**src/rtl/bt_at_config.sv**
```systemverilog
// HC-05 AT power-up sequencer: streams a zero-terminated command table into the UART TX and waits for
// "OK\r\n" per command with timeout and bounded retry; define BT_AT_ERROR_DETECT_EN to fast-fail on "ERROR".
module bt_at_config #(
  parameter int ADDR_W         = 8,
  parameter int TIMEOUT_CYCLES = 100000000,
  parameter int MAX_RETRY      = 3
) (
  input  logic              clk,
  input  logic              rst,
  input  logic              start,
  output logic [ADDR_W-1:0] rom_addr,
  input  logic [7:0]        rom_data,
  input  logic              uart_ready,
  output logic              uart_send,
  output logic [7:0]        uart_data,
  input  logic              rx_valid,
  input  logic [7:0]        rx_data,
  output logic              busy,
  output logic              done,
  output logic              fail,
  output logic [7:0]        cmd_count
);

  localparam logic [2:0] S_IDLE      = 3'd0;
  localparam logic [2:0] S_FETCH     = 3'd1;
  localparam logic [2:0] S_TXGAP     = 3'd2;
  localparam logic [2:0] S_WAIT_TX   = 3'd3;
  localparam logic [2:0] S_WAIT_RESP = 3'd4;
  localparam logic [2:0] S_DONE      = 3'd5;
  localparam logic [2:0] S_FAIL      = 3'd6;

  localparam int TW = $clog2(TIMEOUT_CYCLES);
  localparam int RW = (MAX_RETRY > 0) ? $clog2(MAX_RETRY + 1) : 1;
  localparam logic [TW-1:0] TMO_LAST  = TW'(TIMEOUT_CYCLES - 1);
  localparam logic [RW-1:0] RETRY_MAX = RW'(MAX_RETRY);

  logic [2:0]        state_q, state_d;
  logic [ADDR_W-1:0] rom_addr_q, rom_addr_d, cmd_base_q, cmd_base_d;
  logic              uart_send_q, uart_send_d;
  logic [7:0]        uart_data_q, uart_data_d;
  logic              done_q, done_d, fail_q, fail_d;
  logic [7:0]        cmd_count_q, cmd_count_d;
  logic [TW-1:0]     tmo_q, tmo_d;
  logic [RW-1:0]     retry_q, retry_d;
  logic [1:0]        ok_idx_q, ok_idx_d;
  logic              ok_seen_q, ok_seen_d;
  logic              active, restart, err_now;
`ifdef BT_AT_ERROR_DETECT_EN
  logic [2:0]        err_idx_q, err_idx_d;
  logic              err_seen_q, err_seen_d;

  function automatic logic [7:0] err_char(input logic [2:0] i);
    case (i)
      3'd0:    err_char = 8'h45;
      3'd3:    err_char = 8'h4F;
      default: err_char = 8'h52;
    endcase
  endfunction
`endif

  function automatic logic [7:0] ok_char(input logic [1:0] i);
    case (i)
      2'd0:    ok_char = 8'h4F;
      2'd1:    ok_char = 8'h4B;
      2'd2:    ok_char = 8'h0D;
      default: ok_char = 8'h0A;
    endcase
  endfunction

  always_comb begin
    state_d     = state_q;
    rom_addr_d  = rom_addr_q;
    cmd_base_d  = cmd_base_q;
    uart_send_d = 1'b0;
    uart_data_d = uart_data_q;
    done_d      = done_q;
    fail_d      = fail_q;
    cmd_count_d = cmd_count_q;
    tmo_d       = tmo_q;
    retry_d     = retry_q;
    ok_idx_d    = ok_idx_q;
    ok_seen_d   = ok_seen_q;
    restart     = 1'b0;
    err_now     = 1'b0;
    active      = (state_q == S_FETCH) || (state_q == S_TXGAP) ||
                  (state_q == S_WAIT_TX) || (state_q == S_WAIT_RESP);

    // Response matchers; a mismatching lead character re-arms at index 1.
    if (active && rx_valid) begin
      if (rx_data == ok_char(ok_idx_q)) begin
        ok_idx_d = ok_idx_q + 2'd1;
        if (ok_idx_q == 2'd3) ok_seen_d = 1'b1;
      end else begin
        ok_idx_d = (rx_data == 8'h4F) ? 2'd1 : 2'd0;
      end
    end
`ifdef BT_AT_ERROR_DETECT_EN
    err_idx_d  = err_idx_q;
    err_seen_d = err_seen_q;
    if (active && rx_valid) begin
      if (rx_data == err_char(err_idx_q)) begin
        err_idx_d = (err_idx_q == 3'd4) ? 3'd0 : err_idx_q + 3'd1;
        if (err_idx_q == 3'd4) err_seen_d = 1'b1;
      end else begin
        err_idx_d = (rx_data == 8'h45) ? 3'd1 : 3'd0;
      end
    end
    err_now = err_seen_d;
`endif

    case (state_q)
      S_IDLE, S_DONE, S_FAIL: begin
        if (start) begin
          done_d      = 1'b0;
          fail_d      = 1'b0;
          cmd_count_d = 8'd0;
          rom_addr_d  = '0;
          cmd_base_d  = '0;
          retry_d     = '0;
          restart     = 1'b1;
          state_d     = S_FETCH;
        end
      end
      S_FETCH: begin
        if (rom_data == 8'h00) begin
          if (rom_addr_q == cmd_base_q) begin
            done_d  = 1'b1;
            state_d = S_DONE;
          end else begin
            tmo_d   = '0;
            state_d = S_WAIT_RESP;
          end
        end else if (uart_ready) begin
          uart_send_d = 1'b1;
          uart_data_d = rom_data;
          state_d     = S_TXGAP;
        end
      end
      // The UART only drops ready the cycle after the strobe, so skip one cycle before polling it.
      S_TXGAP: state_d = S_WAIT_TX;
      S_WAIT_TX: begin
        if (uart_ready) begin
          rom_addr_d = rom_addr_q + 1'b1;
          state_d    = S_FETCH;
        end
      end
      S_WAIT_RESP: begin
        tmo_d = tmo_q + 1'b1;
        if (ok_seen_d) begin
          if (cmd_count_q != 8'hFF) cmd_count_d = cmd_count_q + 8'd1;
          retry_d    = '0;
          cmd_base_d = rom_addr_q + 1'b1;
          rom_addr_d = rom_addr_q + 1'b1;
          restart    = 1'b1;
          state_d    = S_FETCH;
        end else if ((tmo_q == TMO_LAST) || err_now) begin
          if (retry_q < RETRY_MAX) begin
            retry_d    = retry_q + 1'b1;
            rom_addr_d = cmd_base_q;
            restart    = 1'b1;
            state_d    = S_FETCH;
          end else begin
            fail_d  = 1'b1;
            state_d = S_FAIL;
          end
        end
      end
      default: state_d = S_IDLE;
    endcase

    if (restart) begin
      ok_idx_d  = 2'd0;
      ok_seen_d = 1'b0;
`ifdef BT_AT_ERROR_DETECT_EN
      err_idx_d  = 3'd0;
      err_seen_d = 1'b0;
`endif
    end
  end

  always_ff @(posedge clk or negedge rst) begin
    if (!rst) begin
      state_q     <= S_IDLE;
      rom_addr_q  <= '0;
      cmd_base_q  <= '0;
      uart_send_q <= 1'b0;
      uart_data_q <= 8'd0;
      done_q      <= 1'b0;
      fail_q      <= 1'b0;
      cmd_count_q <= 8'd0;
      tmo_q       <= '0;
      retry_q     <= '0;
      ok_idx_q    <= 2'd0;
      ok_seen_q   <= 1'b0;
`ifdef BT_AT_ERROR_DETECT_EN
      err_idx_q   <= 3'd0;
      err_seen_q  <= 1'b0;
`endif
    end else begin
      state_q     <= state_d;
      rom_addr_q  <= rom_addr_d;
      cmd_base_q  <= cmd_base_d;
      uart_send_q <= uart_send_d;
      uart_data_q <= uart_data_d;
      done_q      <= done_d;
      fail_q      <= fail_d;
      cmd_count_q <= cmd_count_d;
      tmo_q       <= tmo_d;
      retry_q     <= retry_d;
      ok_idx_q    <= ok_idx_d;
      ok_seen_q   <= ok_seen_d;
`ifdef BT_AT_ERROR_DETECT_EN
      err_idx_q   <= err_idx_d;
      err_seen_q  <= err_seen_d;
`endif
    end
  end

  assign rom_addr  = rom_addr_q;
  assign uart_send = uart_send_q;
  assign uart_data = uart_data_q;
  assign busy      = active;
  assign done      = done_q;
  assign fail      = fail_q;
  assign cmd_count = cmd_count_q;

endmodule
```
**config.mk**
```make
export PLATFORM = sky130hd
export DESIGN_NAME = bt_at_config
export DESIGN_NICKNAME = d
export VERILOG_FILES = /design/src/rtl/bt_at_config.sv
export SDC_FILE = /design/constraint.sdc
export NUM_CORES = 1
export LEC_CHECK = 0
export ABC_AREA = 1
export CAP_MARGIN = 20
export CORE_UTILIZATION = 35
export CTS_CLUSTER_SIZE = 28
export DETAILED_ROUTE_END_ITERATION = 16
export GPL_ROUTABILITY_DRIVEN = 0
export PLACE_DENSITY = 0.57
export SYNTH_ARGS = -nofsm -noshare
export SYNTH_HDL_FRONTEND = slang
export SYNTH_SLANG_ARGS = --single-unit
```
**constraint.sdc**
```tcl
create_clock -name clk -period 2.6 [get_ports clk]
set_input_delay 0.52 -clock clk [delete_from_list [all_inputs] [get_ports clk]]
set_output_delay 0.52 -clock clk [all_outputs]
set_load 0.1 [all_outputs]
```
Yosys cells after proc, flatten, opt, wreduce, memory -nomap -nowiden:

Cells that the tools add are included.

* input bits: 21
* output and inout port bits: 28
* flip-flop bits (word level): 70
* word-level logic and storage cells: 122

* add/subtract/negate cells: 5
* order comparisons: 1
* bitwise operators: 1
* mux-type cells: 54
* reductions and logical operators: 22
* eq/ne operators: 27

Operators with widths (number)
* 8-bit two-way mux: 9
* 27-bit two-way mux: 2
* 27-bit case mux with 2 select lines: 1
* 8-bit case mux with 2 select lines: 2
* 27-bit by 1-bit adder with 27-bit output, second input constant: 1
* 27-bit equality test, second input constant: 1
* 8-bit case mux with 3 select lines: 1
* 3-bit two-way mux: 7
* 7-bit case mux with 3 select lines: 1
* 1-bit two-way mux: 19
* 8-bit by 1-bit adder with 8-bit output, second input constant: 2
* 8-bit equality test: 2
* 4-bit AND reduction: 4
* 3-bit case mux with 5 select lines: 1
* 2-bit two-way mux: 7
* 2-bit by 1-bit inequality test with 1-bit output, second input constant: 5
* 2-bit inequality test, second input constant: 5
* 5-bit AND reduction: 2
* 3-bit equality test, second input constant: 3
* 3-bit AND reduction: 3
* 8-bit by 7-bit equality test with 1-bit output, second input constant: 1
* 8-bit zero test: 1
* 8-bit inequality test, second input constant: 1
* 2-bit nonzero test: 4
* other kinds (17): 25

Logic depth before layout (Yosys ltp):

Gate-level depths: netlist of run 1.

* word-level depth: 12
* mapped depth: 16
* gate-level depth less buffers: 15

Least setup slack after synthesis of run 1:

Ideal clock, no wire load.

* path kind: flip-flop to flip-flop
* start: register rom_addr_q[4], in the netlist rom_addr[4]
* end: register tmo_q[10]
* path slack: 0.341 ns
* cell stages (with the launch flop): 12
* clock period less this slack: 2.259 ns
* required time: 2.517 ns
* arrival: 2.176 ns
* cells stage by stage: dfrtp_1 > clkbuf_1 > xnor2_1 > nand2_1 > nor3_1 > nand2_1 > nand2_1 > nand2_1 > nand2_1 > inv_2 > clkbuf_1 > o22ai_1

* cells in the longest elaborated chain, start to end: 3

Ends and longest elaborated chain
* start: declaration: line 38 `logic [ADDR_W-1:0] rom_addr_q, rom_addr_d, cmd_base_q, cmd_base_d;`
* start signal: assignment: line 201 `rom_addr_q <= rom_addr_d;`
* 8-bit equality test: line 126 `if (rom_addr_q == cmd_base_q) begin`
* 2-bit inequality test (no source line)
* 3-bit AND reduction (no source line)
* end signal: assignment: line 208 `tmo_q <= tmo_d;`
* end: declaration: line 43 `logic [TW-1:0] tmo_q, tmo_d;`

Every way passes these cells.
A chain may end at the register's enable or synchronous reset.

Final worst setup path of run 1:

* start: register ok_idx_q[0]
* end: register rom_addr_q[6], in the netlist rom_addr[6]

* cells in the longest elaborated chain, start to end: 8
* elaborated cells on any way between the ends: 15
* classes of those cells: eq/ne: 6; mux: 7; reduce/logical: 2

Ends and longest elaborated chain
* start: declaration: line 45 `logic [1:0] ok_idx_q, ok_idx_d;`
* start signal: assignment: line 210 `ok_idx_q <= ok_idx_d;`
* 2-bit equality test (tied with other cells): line 62 `case (i)`
* 7-bit case mux with 3 select lines: line 62
* 8-bit two-way mux: line 89 `if (active && rx_valid) begin`
* 8-bit equality test: line 90 `if (rx_data == ok_char(ok_idx_q)) begin`
* 1-bit two-way mux (*): line 90
* 1-bit two-way mux (*): line 89
* 3-bit by 1-bit inequality test with 1-bit output (no source line) / 8-bit two-way mux (equally long branches)
* 5-bit AND reduction (no source line) / 8-bit case mux with 3 select lines (equally long branches)

Mark *: on every way between the ends. The rest lies on a longest branch, timed or not. The select of a mux whose other input is x is not followed.

==> results.tsv, run 1 <==
metric	value	unit
die area	13200	um^2
DR vias/cell	4.86	
status	complete, no violations	
antenna violations before repair	0	
Ys Warns	0	
syn avg cell area	7.47	um^2
Net Sw Frac	0.457	
Die Wd	115	um
sequential power share	0.333	
Clk network pwr share	0.250	
CP startpoint	ok_idx_q[0]	
Final min period	2210	ps
CTS tree	yes	
flop2flop setup slack	390	ps
total grt overflow	0	
R2R Path Start	ok_idx_q[0]	
Slew HR	0.614	
DR DRC count	0	
Post-synth ARST share	1.00	
Final Core Density	0.442	
vias post-DR	4022	
ys flop type	dfrtp_1	
# resized after CTS	0	
Switch Pwr	2.14	mW
Distinct cells, synth	39	
GRT Total Usage	0.180	
synthesis-stage register bit count	70	
core area	12200	um^2
dominant cell type by area after synthesis	dfrtp_1	
Die H	115	um
Area growth syn-to-layout	21.1	%
CP arrival	2440	ps
antenna cells	0	
Final setup violation count	0	
worst skew pair latency	340	ps
setup TNS	0	ps
Fin. Hold Viols	0	
# fillers	1254	
largest net degree at the start of global routing	40	
internal power	2.55	mW
mapped cell area	4460	um^2
critical path launch point type	register	
Tcrit/Tclk final	0.850	
1st-pass router iterations	5	
Min-Delay Path Class	in -> async	
multi-input logic area	2310	um^2
post-synth top area share	0.393	
clock skew	7.89	ps
Final Power	4.69	mW
# Post-CTS Setup Buffers	0	
Placed Area	5110	um^2
Initial Util	0.365	
Final WS setup	391	ps
CTS sink cnt	70	
Hold Slack	183	ps
Slew @ Worst Pin	578	ps
RSZ-0062 raised after global routing	no	
hold bufs inserted after CTS	0	
max-slew violations	0	
number of flops mapped to enable cells by yosys	0	
max cap viols	0	
FP Rows	40	
VDD IR max	0.000698	V
# IOs	49	
Final Non-Filler Cells	827	
Leakage	2.59	nW
Comb pwr share	0.416	
Worst R2R Path Depth	9	
share of cells above drive strength 1	0.147	
crit path capture type	register	
Worst-path clk slew	60	ps
DP Wirelength	7920	um
WL final	10900	um
sequential cell area	1750	um^2
CTS buffer count	9	
final std cell area, no fill	5400	um^2
cells after synthesis	597	
wire length of the first global-routing pass	18400	um
Post-DRT Antenna Nets	0	
pre-CTS WS	159	ps
clk root buf	clkbuf_16	
vias in the first global route	3865	
Max Freq	453	MHz
worst-path fanout max	8	
Longest Clk Path Bufs	2	
Crit Path Category	reg -> reg	
Final nets	684	
CTS H-tree depth	3	
sequential area share after synthesis	0.393	
initial DRC count	284	
Inst Count DP	811	
Avg WL per Cell	13.2	um
Required @ worst endpoint	2830	ps
pwr dens	869	nW/um^2
IO Port Bufs	48	
top cells by area, synth	dfrtp_1 39%, nand2_1 12%, inv_1 6.6%	
r2r endpoint	rom_addr[6]	
post-synth net total	627	
-- area by class of cell --
type	count	area share
Clock buffer	11	0.0468
Sequential cell	70	0.324
Inverter	88	0.0612
Timing Repair Buffer	59	0.0950
Clock inverter	5	0.00626
Multi-Input combinational cell	426	0.427
Tap cell	168	0.0389
-- kinds of logic after synthesis --
| group | count (synthesis) | synth area share |
|---|---|---|
| simple gates | 309 | 0.327 |
| flops | 70 | 0.393 |
| buf+inv | 101 | 0.0895 |
| xor+xnor | 38 | 0.0747 |
| fa+ha+maj | 9 | 0.0253 |
| compound gates | 70 | 0.0906 |
-- worst max-delay path, cell delays in order (launching register included) --
cell and delay [ps]:
dfrtp_1 420, inv_1 80, ha_1 230, o21ai_0 190, xor2_1 310, nand3_2 220
nand4_1 200, nand4_2 250, nand2_1 130, nand2_1 70
-- layout by cell type (no fill, tap or decap), types with 2 or more instances in the layout --
master,n
nand2_1,148
inv_1,78
dfrtp_1,70
nand3_1,55
nor2_1,38
buf_4,37
xor2_1,33
o21ai_0,27
clkdlybuf4s50_1,19
o21ai_1,17
nand4_1,16
nor3_1,16
o22ai_1,14
inv_2,9
ha_1,9
clkbuf_16,9
nand2_2,7
or2_2,7
nand3b_1,6
o21ai_2,5
xnor2_1,5
nor4_1,3
nand3_4,2
nor2_2,2
nand3_2,2
nand2_4,2
o211ai_1,2
o31ai_1,2
clkinvlp_4,2
clkinv_2,2
clkbuf_8,2
buf_12,2
-- cell usage after synthesis, drive strengths merged (7+ instances only) --
cell type	instances
nand3	59
buf	7
dfrtp	70
nand4	17
nand2	157
ha	9
o22ai	14
xor2	33
o21ai	49
or2	8
nor2	42
inv	87
nor3	16
-- worst max-delay path by stage --
| stage | endpoint | slack, ps | cells after the start |
|---|---|---|---|
| after global routing | cmd_base_q[0] | 150 | 11 |
| after CTS | cmd_base_q[4] | 370 | 11 |
| final | rom_addr[6] | 390 | 9 |
| after global placement | cmd_base_q[5] | 200 | 13 |
| after floorplan | tmo_q[10] | 340 | 11 |
| after detailed placement | cmd_base_q[4] | 160 | 13 |
-- power groups by stage --
stage	Sequential (mW)	Combinational, mW	Clock (mW)
2_1_floorplan	2.04	1.01	0
3_3_place_gp	1.57	1.93	0
3_5_place_dp	1.57	1.96	0
4_1_cts	1.56	1.96	1.21
5_1_grt	1.60	2.14	1.24
6_report	1.57	1.95	1.18
-- state kept, by name, indices dropped and copies added (netlist names) --
| signal | flops |
|---|---|
| cmd_count | 8 |
| retry_q | 2 |
| tmo_q | 27 |
| ok_idx_q | 2 |
| fail | 1 |
| uart_data | 8 |
| cmd_base_q | 8 |
| ok_seen_q | 1 |
| state_q | 3 |
| uart_send | 1 |
| done | 1 |
| rom_addr | 8 |
-- metal layers --
layer | global-route usage | up-vias | wire length (um)
li1 | - | 2048 | -
met1 | 0.245 | 1858 | 5430
met2 | 0.286 | 102 | 4760
met3 | 0.0221 | 14 | 501
met4 | 0.0814 | 0 | 192
met5 | 0 | - | 0
Note: power is estimated with default switching activity, not from simulation.
==> run 2, diff against run 1 <==
Clock period 2.6 ns to 2.2 ns, I/O delays scaled along.
==> run 2 against run 1 <==
Compared with the run above:
- worst hold slack got worse by 70 ps
- maximum frequency grew 9.2%
- power grew 26%
- die area unchanged
- routed wire length fell by 0.94%
- sequential power up 18%
- combinational power up 22%
- highest routed layer unchanged
==> results.tsv, run 2 (synthesis gave the netlist of run 1 again) <==
metric	value	unit
status	complete, no violations	
FP Rows	40	
wire length of the first global-routing pass	18800	um
core area	12200	um^2
commonest non-fill, non-tap cells in the layout	148 x nand2_1, 78 x inv_1, 63 x dfrtp_1	
CTS sink cnt	70	
Avg WL per Cell	12.9	um
slowest cell on the critical path	dfrtp_2	
Tcrit/Tclk final	0.920	
DR vias/cell	4.85	
Top reg by flops	tmo_q	
pwr dens	1060	nW/um^2
Area growth syn-to-layout	24.8	%
Slew @ Worst Pin	609	ps
worst skew pair latency	340	ps
Buf/Inv on CP	2	
antenna violations before repair	0	
final std cell area, no fill	5560	um^2
multi-input logic area	2340	um^2
crit path capture type	register	
antenna cells	0	
DR DRC count	0	
CTS buffer count	9	
die area	13200	um^2
Longest Clk Path Bufs	2	
Post-DRT Antenna Nets	0	
Placed Area	5170	um^2
Worst-path clk slew	60	ps
DP Wirelength	7820	um
clock skew	9.70	ps
WL final	10800	um
initial DRC count	190	
CTS H-tree depth	3	
# IOs	49	
CTS tree	yes	
VDD IR max	0.000931	V
sequential cell area	1760	um^2
largest net degree at the start of global routing	71	
Crit path max-delay family	simple AND/OR/NAND/NOR gates	
share of cells above drive strength 1	0.171	
vias in the first global route	3941	
1st-pass router iterations	4	
IO Port Bufs	48	
hold bufs inserted after CTS	0	
Final min period	2020	ps
Final setup violation count	0	
vias post-DR	4049	
Leakage	2.63	nW
CP max stage delay	440	ps
Die H	115	um
critical path launch point type	register	
Fin. Hold Viols	0	
critical-path cell list	ha_1, nand2_1, clkinv_1, nor2_1, nand3_1, nor2_4, nand3_4, buf_4, nand3_4, nand2_4, nor2_8, nand3_1, nand2_1	
Initial Util	0.365	
max-slew violations	0	
commonest non-fill, non-tap cell in the layout	nand2_1	
Final nets	691	
CP arrival	2300	ps
GRT Total Usage	0.180	
clk root buf	clkbuf_16	
Max Freq	494	MHz
worst-path fanout max	8	
Min-Delay Path Class	in -> async	
Die Wd	115	um
Required @ worst endpoint	2470	ps
# fillers	1200	
max cap viols	0	
Slew HR	0.590	
Crit Path Category	reg -> reg	
Hold Slack	113	ps
total grt overflow	0	
max reg flops	27	
## run 2: layout make-up
type,instances,share of cell area
Clock inverter,6,0.0198
Sequential cell,70,0.316
Timing Repair Buffer,66,0.104
Multi-Input combinational cell,426,0.422
Tap cell,168,0.0378
Clock buffer,10,0.0412
Inverter,88,0.0594
## run 2: worst paths after layout
kind	cells after the start	slack, ps	endpoint	start
min in group clk	2	490	uart_data[7]	uart_data[7]
hold reg to reg	2	490	uart_data[7]	uart_data[7]
setup / recovery	13	180	rom_addr[7]	ok_idx_q[0]
hold / removal	2	110	tmo_q[7]	rst
setup reg to reg	13	180	rom_addr[7]	ok_idx_q[0]
max in group asynchronous	2	1740	rom_addr[2]	rst
## run 2: metal layers
layer  track usage  share of wire
met5             0              0
met4        0.0623          0.015
met3        0.0406          0.063
met2         0.279           0.44
met1         0.248           0.48
## run 2: worst reg2reg max path: stages, from the launching register on
cell,delay [ps]
dfrtp_2,440
ha_1,240
nand2_1,70
clkinv_1,50
nor2_1,80
nand3_1,120
nor2_4,170
nand3_4,120
buf_4,160
nand3_4,90
nand2_4,110
nor2_8,150
nand3_1,100
nand2_1,70
## run 2: metrics by stage
stage | utilization | setup TNS (ps) | instances | worst slack, ps | power (mW)
after floorplan | - | 0 | 597 | 75.3 | 3.60
after global placement | 0.423 | -1620 | 816 | -94.5 | 4.19
after detailed placement | 0.423 | -2880 | 816 | -155 | 4.23
after CTS | 0.451 | 0 | 832 | 9.61 | 5.92
after global routing | 0.456 | -2.99 | 834 | -2.99 | 6.29
final | 0.456 | 0 | 834 | 177 | 5.91
## run 2: report_power, final
group / leakage, nW / switching [mW] / internal (mW)
logic: 1.54 / 1.68 / 0.697
registers: 0.937 / 0.294 / 1.56
clock network: 0.159 / 0.567 / 1.11
total: 2.63 / 2.54 / 3.36
## run 2: timing repair
item | CTS | global route
setup buffers | 0 | 2
setup endpoints to repair | 0 | 32
gates resized for setup | 0 | 9
